==> src/rtl/fetch_line_queue.sv <==
// fetch_line_queue: sequential instruction-line fetcher with a small line FIFO.
// Issues one 16-byte-aligned imem request at a time, buffers returned lines
// for the decoder, and on a redirect flushes the queue and drops any response
// still in flight.
// Optional feature macro: FETCH_PERF_CNT_EN enables the three perf counters;
// when undefined the perf ports are tied to zero.
module fetch_line_queue #(
    parameter int IDATAW = 128,
    parameter int IADDRW = 32,
    parameter int ISIZEW = 8,
    parameter int DEPTH = 4,
    parameter int PTRW = 2,
    parameter logic [IADDRW-1:0] RESET_VECTOR = 32'hFFFFFFF0
) (
    input  logic              clk,
    input  logic              reset,
    input  logic              redirect_valid,
    input  logic [IADDRW-1:0] redirect_address,
    output logic              imem_valid,
    input  logic              imem_ready,
    output logic [IADDRW-1:0] imem_address,
    output logic              imem_wr_en,
    output logic [IDATAW-1:0] imem_wr_data,
    output logic [ISIZEW-1:0] imem_wr_size,
    input  logic              imem_dp_valid,
    output logic              imem_dp_ready,
    input  logic [IDATAW-1:0] imem_dp_read_data,
    output logic              fq_valid,
    input  logic              fq_ready,
    output logic [IDATAW-1:0] fq_data,
    output logic [IADDRW-1:0] fq_address,
    output logic [3:0]        fq_offset,
    output logic [31:0]       perf_lines,
    output logic [31:0]       perf_discards,
    output logic [31:0]       perf_full_stalls
);

    typedef enum logic [1:0] {IDLE, REQ, WAIT, DISCARD} state_t;

    localparam logic [PTRW:0] FULL_COUNT = (PTRW+1)'(DEPTH);
    localparam logic [IADDRW-1:0] LINE_BYTES = IADDRW'(16);

    state_t            state;
    logic [IADDRW-1:0] fetch_pc;
    logic [IADDRW-1:0] req_addr;
    logic [3:0]        req_off;
    logic [3:0]        pend_off;

    logic [PTRW:0]     count;
    logic [PTRW-1:0]   rd_ptr;
    logic [PTRW-1:0]   wr_ptr;
    logic [IDATAW-1:0] data_mem [DEPTH];
    logic [IADDRW-1:0] addr_mem [DEPTH];
    logic [3:0]        off_mem  [DEPTH];

    logic q_full;
    logic req_fire;
    logic resp_fire;
    logic push;
    logic pop;

    // Requests only go out when a slot is guaranteed for the response, so
    // the data port can stay ready for the whole WAIT/DISCARD window.
    assign q_full        = (count == FULL_COUNT);
    assign imem_valid    = (state == REQ) && !q_full;
    assign imem_address  = (state == REQ) ? fetch_pc : '0;
    assign imem_dp_ready = (state == WAIT) || (state == DISCARD);
    assign imem_wr_en    = 1'b0;
    assign imem_wr_data  = '0;
    assign imem_wr_size  = '0;

    // A redirect in the same cycle as a response or a pop overrides both.
    assign req_fire  = imem_valid && imem_ready;
    assign resp_fire = imem_dp_valid && imem_dp_ready;
    assign push      = (state == WAIT) && resp_fire && !redirect_valid;
    assign pop       = fq_valid && fq_ready && !redirect_valid;

    assign fq_valid   = (count != '0);
    assign fq_data    = data_mem[rd_ptr];
    assign fq_address = addr_mem[rd_ptr];
    assign fq_offset  = off_mem[rd_ptr];

    // Fetch sequencing: redirect retargets the stream and decides whether an in-flight response must be discarded.
    always_ff @(posedge clk or posedge reset) begin
        if (reset) begin
            state    <= IDLE;
            fetch_pc <= RESET_VECTOR;
            req_addr <= '0;
            req_off  <= '0;
            pend_off <= '0;
        end else if (redirect_valid) begin
            fetch_pc <= {redirect_address[IADDRW-1:4], 4'b0000};
            pend_off <= redirect_address[3:0];
            case (state)
                IDLE:    state <= REQ;
                REQ:     state <= req_fire ? DISCARD : REQ;
                WAIT:    state <= imem_dp_valid ? REQ : DISCARD;
                DISCARD: state <= imem_dp_valid ? REQ : DISCARD;
            endcase
        end else begin
            case (state)
                IDLE: state <= REQ;
                REQ: begin
                    if (req_fire) begin
                        req_addr <= fetch_pc;
                        req_off  <= pend_off;
                        pend_off <= '0;
                        fetch_pc <= fetch_pc + LINE_BYTES;
                        state    <= WAIT;
                    end
                end
                WAIT:    if (imem_dp_valid) state <= REQ;
                DISCARD: if (imem_dp_valid) state <= REQ;
            endcase
        end
    end

    // Line FIFO: entries are cleared on reset so the head reads zero until the first push.
    always_ff @(posedge clk or posedge reset) begin
        if (reset) begin
            count  <= '0;
            rd_ptr <= '0;
            wr_ptr <= '0;
            for (int i = 0; i < DEPTH; i++) begin
                data_mem[i] <= '0;
                addr_mem[i] <= '0;
                off_mem[i]  <= '0;
            end
        end else if (redirect_valid) begin
            count  <= '0;
            rd_ptr <= '0;
            wr_ptr <= '0;
        end else begin
            if (push) begin
                data_mem[wr_ptr] <= imem_dp_read_data;
                addr_mem[wr_ptr] <= req_addr;
                off_mem[wr_ptr]  <= req_off;
                wr_ptr           <= wr_ptr + 1'b1;
            end
            if (pop) begin
                rd_ptr <= rd_ptr + 1'b1;
            end
            if (push && !pop) begin
                count <= count + 1'b1;
            end else if (pop && !push) begin
                count <= count - 1'b1;
            end
        end
    end

`ifdef FETCH_PERF_CNT_EN
    logic        drop;
    logic [31:0] lines_cnt;
    logic [31:0] discards_cnt;
    logic [31:0] stalls_cnt;

    assign drop = resp_fire && ((state == DISCARD) || redirect_valid);

    // Free-running wrapping event counters, cleared only by reset.
    always_ff @(posedge clk or posedge reset) begin
        if (reset) begin
            lines_cnt    <= '0;
            discards_cnt <= '0;
            stalls_cnt   <= '0;
        end else begin
            if (push) lines_cnt <= lines_cnt + 1'b1;
            if (drop) discards_cnt <= discards_cnt + 1'b1;
            if ((state == REQ) && q_full) stalls_cnt <= stalls_cnt + 1'b1;
        end
    end

    assign perf_lines       = lines_cnt;
    assign perf_discards    = discards_cnt;
    assign perf_full_stalls = stalls_cnt;
`else
    assign perf_lines       = '0;
    assign perf_discards    = '0;
    assign perf_full_stalls = '0;
`endif

endmodule

==> config.mk <==
export PLATFORM = sky130hd
export DESIGN_NAME = fetch_line_queue
export DESIGN_NICKNAME = d
export VERILOG_FILES = /design/src/rtl/fetch_line_queue.sv
export SDC_FILE = /design/constraint.sdc
export NUM_CORES = 1
export LEC_CHECK = 0
export CORE_ASPECT_RATIO = 1.4
export CORE_MARGIN = 3
export CORE_UTILIZATION = 42
export DETAILED_ROUTE_END_ITERATION = 16
export GPL_ROUTABILITY_DRIVEN = 0
export PLACE_DENSITY_LB_ADDON = 0.15
export SLEW_MARGIN = 20
export SYNTH_ARGS = -nofsm -noshare
export SYNTH_HDL_FRONTEND = slang
export SYNTH_SLANG_ARGS = --single-unit
==> constraint.sdc <==
create_clock -name clk -period 39.6 [get_ports clk]
set_input_delay 7.92 -clock clk [delete_from_list [all_inputs] [get_ports clk]]
set_output_delay 7.92 -clock clk [all_outputs]
set_load 0.01 [all_outputs]
==> impl_metrics.tcl <==
set metrics [dict create \
    tightest_slew_ps 1120 \
    cts_root_buf "clkbuf_16" \
    track_usage_pct 19.1 \
    rsz0062_at_grt "false" \
    synth_top_cell_area_share_pct 52.1 \
    synthAdderAreaFrac_pct 0.251 \
    clkLatencyLatePin_ps 610 \
    muxShareOfSynthArea_pct 34.0 \
    synth_area_leader_cell "dfrtp_1" \
    period_share_pct 31.5 \
    synthesis.area_mm2 0.0329 \
    crit_type "reg -> out" \
    start_util_pct 42.8 \
    hold_viol 0 \
    grt-ovfl-total 0 \
    grt_pass1_wl_um 122000 \
    tns_ps 0 \
    synth_top_family_by_area "multiplexers" \
    reg2reg_from "state[0]" \
    arrival_ps 4570 \
    ys.warnings.count 0 \
    fin_util_pct 50.7 \
    p_leak_uw 0.0183 \
    drc 0 \
    cts.sink_count 713 \
    dp_hpwl_um 49600 \
    crit_path_end_kind "output port" \
    wire_per_inst_um 21.9 \
    cts-resized-gates 0 \
    hold_buffers 0 \
    synth-xor-area-share_pct 0.319 \
    ant_nets 0 \
    fillers 6577 \
    drtIter0Drc 765 \
    ios 598 \
    reg2reg_to "addr_mem[94]" \
    crit_end "fq_offset[2]" \
    worstPathRequired_ps 31680 \
    synth-simple-area-share_pct 2.72 \
    path_depth 4 \
    synth_edf_count 0 \
    maxCapViolCount 0 \
    coreArea_mm2 0.0770 \
    fin_crit_ps 12490 \
    num_vias 18500 \
    routed_wl_um 78400 \
    cp-start-kind "flop" \
    dp_cells 3449 \
    die_w_um 243 \
    synth_area_per_cell_um2 15.2 \
    path_clk_slew_ps 60 \
    post_cts_buffers 0 \
    cpPeakStageDelay_ps 1010 \
    cellPowerDensity_mw_per_mm2 60.3 \
    first_pass_iters 5 \
    yosys-top-cells-area "dfrtp_1 52%, mux2_2 23%, mux4_2 11%" \
    final_layout_size_suffix_gt1_share_pct 39.8 \
    synth_seq_cells 713 \
    relSlewSlack_pct 25.1 \
    hold_path.class "reg -> reg" \
    crit_family "buffers and inverters" \
    max_freq_ghz 0.0801 \
    dieArea_mm2 0.0818 \
    grt_max_degree 123 \
    postSynthCellCount 2161 \
    path_common_cell "buf_4" \
    ys_seq_area_share_pct 54.3 \
    port_buffers 356 \
    antenna_found_initial 7 \
    nNetsFinal 2658 \
    htreeDepth 3 \
    ys_types 49 \
    finalNonFillerCells 3582 \
    ir_worst_vdd_mv 0.0353 \
    crit_path_start "rd_ptr[0]" \
    finalSetupViolCount 0 \
    synth_compound_area_share_pct 1.05 \
    die_height_um 337 \
    outcome "completed" \
    area_growth_pct 18.5 \
    path_cells "buf_4, buf_4, mux4_2, clkdlybuf4s50_1" \
    cts_tree "done" \
    async_flop_share_pct 100 \
    reg2reg_depth 5 \
    cts_buffers 72 \
    cts_max_path_buffers 3 \
    grt_pass1_vias 20600 \
    row_count 120 \
    ys.flop_type "dfrtp_1" \
    critPathBufInv 3 \
    critPathMaxFanout 44 \
    critical-path-slowest-cell "dfrtp_4" \
    slew_violations 0 \
    finClkSkew_ps 26.2 \
    worst-r2r-setup-slack_ps 36220 \
    via_per_inst 5.16 \
]
-- layout by cell type, fill, tap and decap left out, types with 3 or more instances in the layout --
cell,count
nor4_1,4
nor2_1,26
o21ai_0,16
nand4_1,10
clkdlybuf4s50_1,355
clkbuf_16,74
and2_1,31
dfstp_2,28
o31ai_1,12
nor3_1,8
nand3_1,9
ha_1,5
mux4_2,160
nand2_4,4
mux2_2,672
a31oi_1,13
bufinv_16,7
a311o_1,3
xnor2_1,10
dfrtp_1,683
clkbuf_1,18
mux2i_1,3
inv_1,10
or3_1,4
buf_4,24
nand3b_1,3
clkbuf_8,18
clkinv_2,8
or4_1,11
nor2b_1,3
nand2_1,31
conb_1,241
diode_2,5
nor3b_1,3
-- worst min-delay path by stage --
stage	slack, ps	endpoint	cells past startpoint	from
after floorplan	470	data_mem[128]	1	data_mem[128]
after global placement	480	data_mem[141]	1	data_mem[141]
after detailed placement	490	data_mem[237]	1	data_mem[237]
after global routing	510	data_mem[128]	1	data_mem[128]
final	500	data_mem[169]	1	data_mem[169]
after CTS	500	data_mem[237]	1	data_mem[237]
-- cell type report --
class | count | area, um2 | area share [%]
sequential | 713 | 17900 | 45.8
clock inverter | 18 | 284 | 0.728
inverter | 11 | 48.8 | 0.125
tap | 1037 | 1300 | 3.32
timing repair buffer | 381 | 3760 | 9.63
antenna | 5 | 12.5 | 0.0321
multi-input combinational | 1307 | 13600 | 34.8
clock buffer | 110 | 2170 | 5.55
-- power breakdown --
group | switching (uW) | total (uW) | leakage (uW) | internal [uW]
combinational | 290 | 712 | 0.00751 | 422
clock | 283 | 706 | 0.00121 | 423
sequential | 92.4 | 935 | 0.00962 | 842
total | 666 | 2350 | 0.0183 | 1690
-- synth_stat cells, types with 11 or more instances --
library cell and instances:
dfrtp_1 685, buf_4 242, nand2_1 35, o31ai_1 12
a31oi_1 13, clkbuf_1 37, o21ai_0 16, mux4_2 160
mux2_2 672, dfstp_2 28, inv_1 11, or4_1 11
buf_2 52, nor2_1 27, buf_1 37, and2_1 31
-- layer usage --
| metal | vias up | track usage [%] | routed length, um |
|---|---|---|---|
| li1 | 8035 | - | - |
| met1 | 9823 | 24.0 | 32800 |
| met2 | 507 | 33.1 | 39300 |
| met3 | 110 | 3.84 | 4190 |
| met4 | 4 | 6.55 | 2120 |
| met5 | - | 0 | 25 |
-- cell families after synthesis --
logic type	after synthesis
multiplexers	835
flip-flops	713
buffers and inverters	381
AND/OR/NAND/NOR	161
AO/OA/AOI/OAI	52
XOR/XNOR	12
adder cells (fa/ha/maj)	6
other	1
-- registers in the layout, summed over array words and instances, names as in the netlist --
register	cells
data_mem	512
addr_mem	112
fetch_pc	28
req_addr	28
off_mem	16
pend_off	4
req_off	4
count	3
rd_ptr	2
state	2
wr_ptr	2
-- stage by stage --
step | setup WS (ps) | cell area [um2] | power [uW] | hold slack, ps
3_5_place_dp | 27460 | 36600 | 1680 | 487
5_1_grt | 26630 | 39000 | 2480 | 506
2_1_floorplan | 11730 | 33800 | 1340 | 474
3_3_place_gp | 27490 | 36600 | 1660 | 481
6_report | 27110 | 39000 | 2350 | 498
4_1_cts | 26810 | 39000 | 2400 | 500
(Power assumes the default switching activity.)
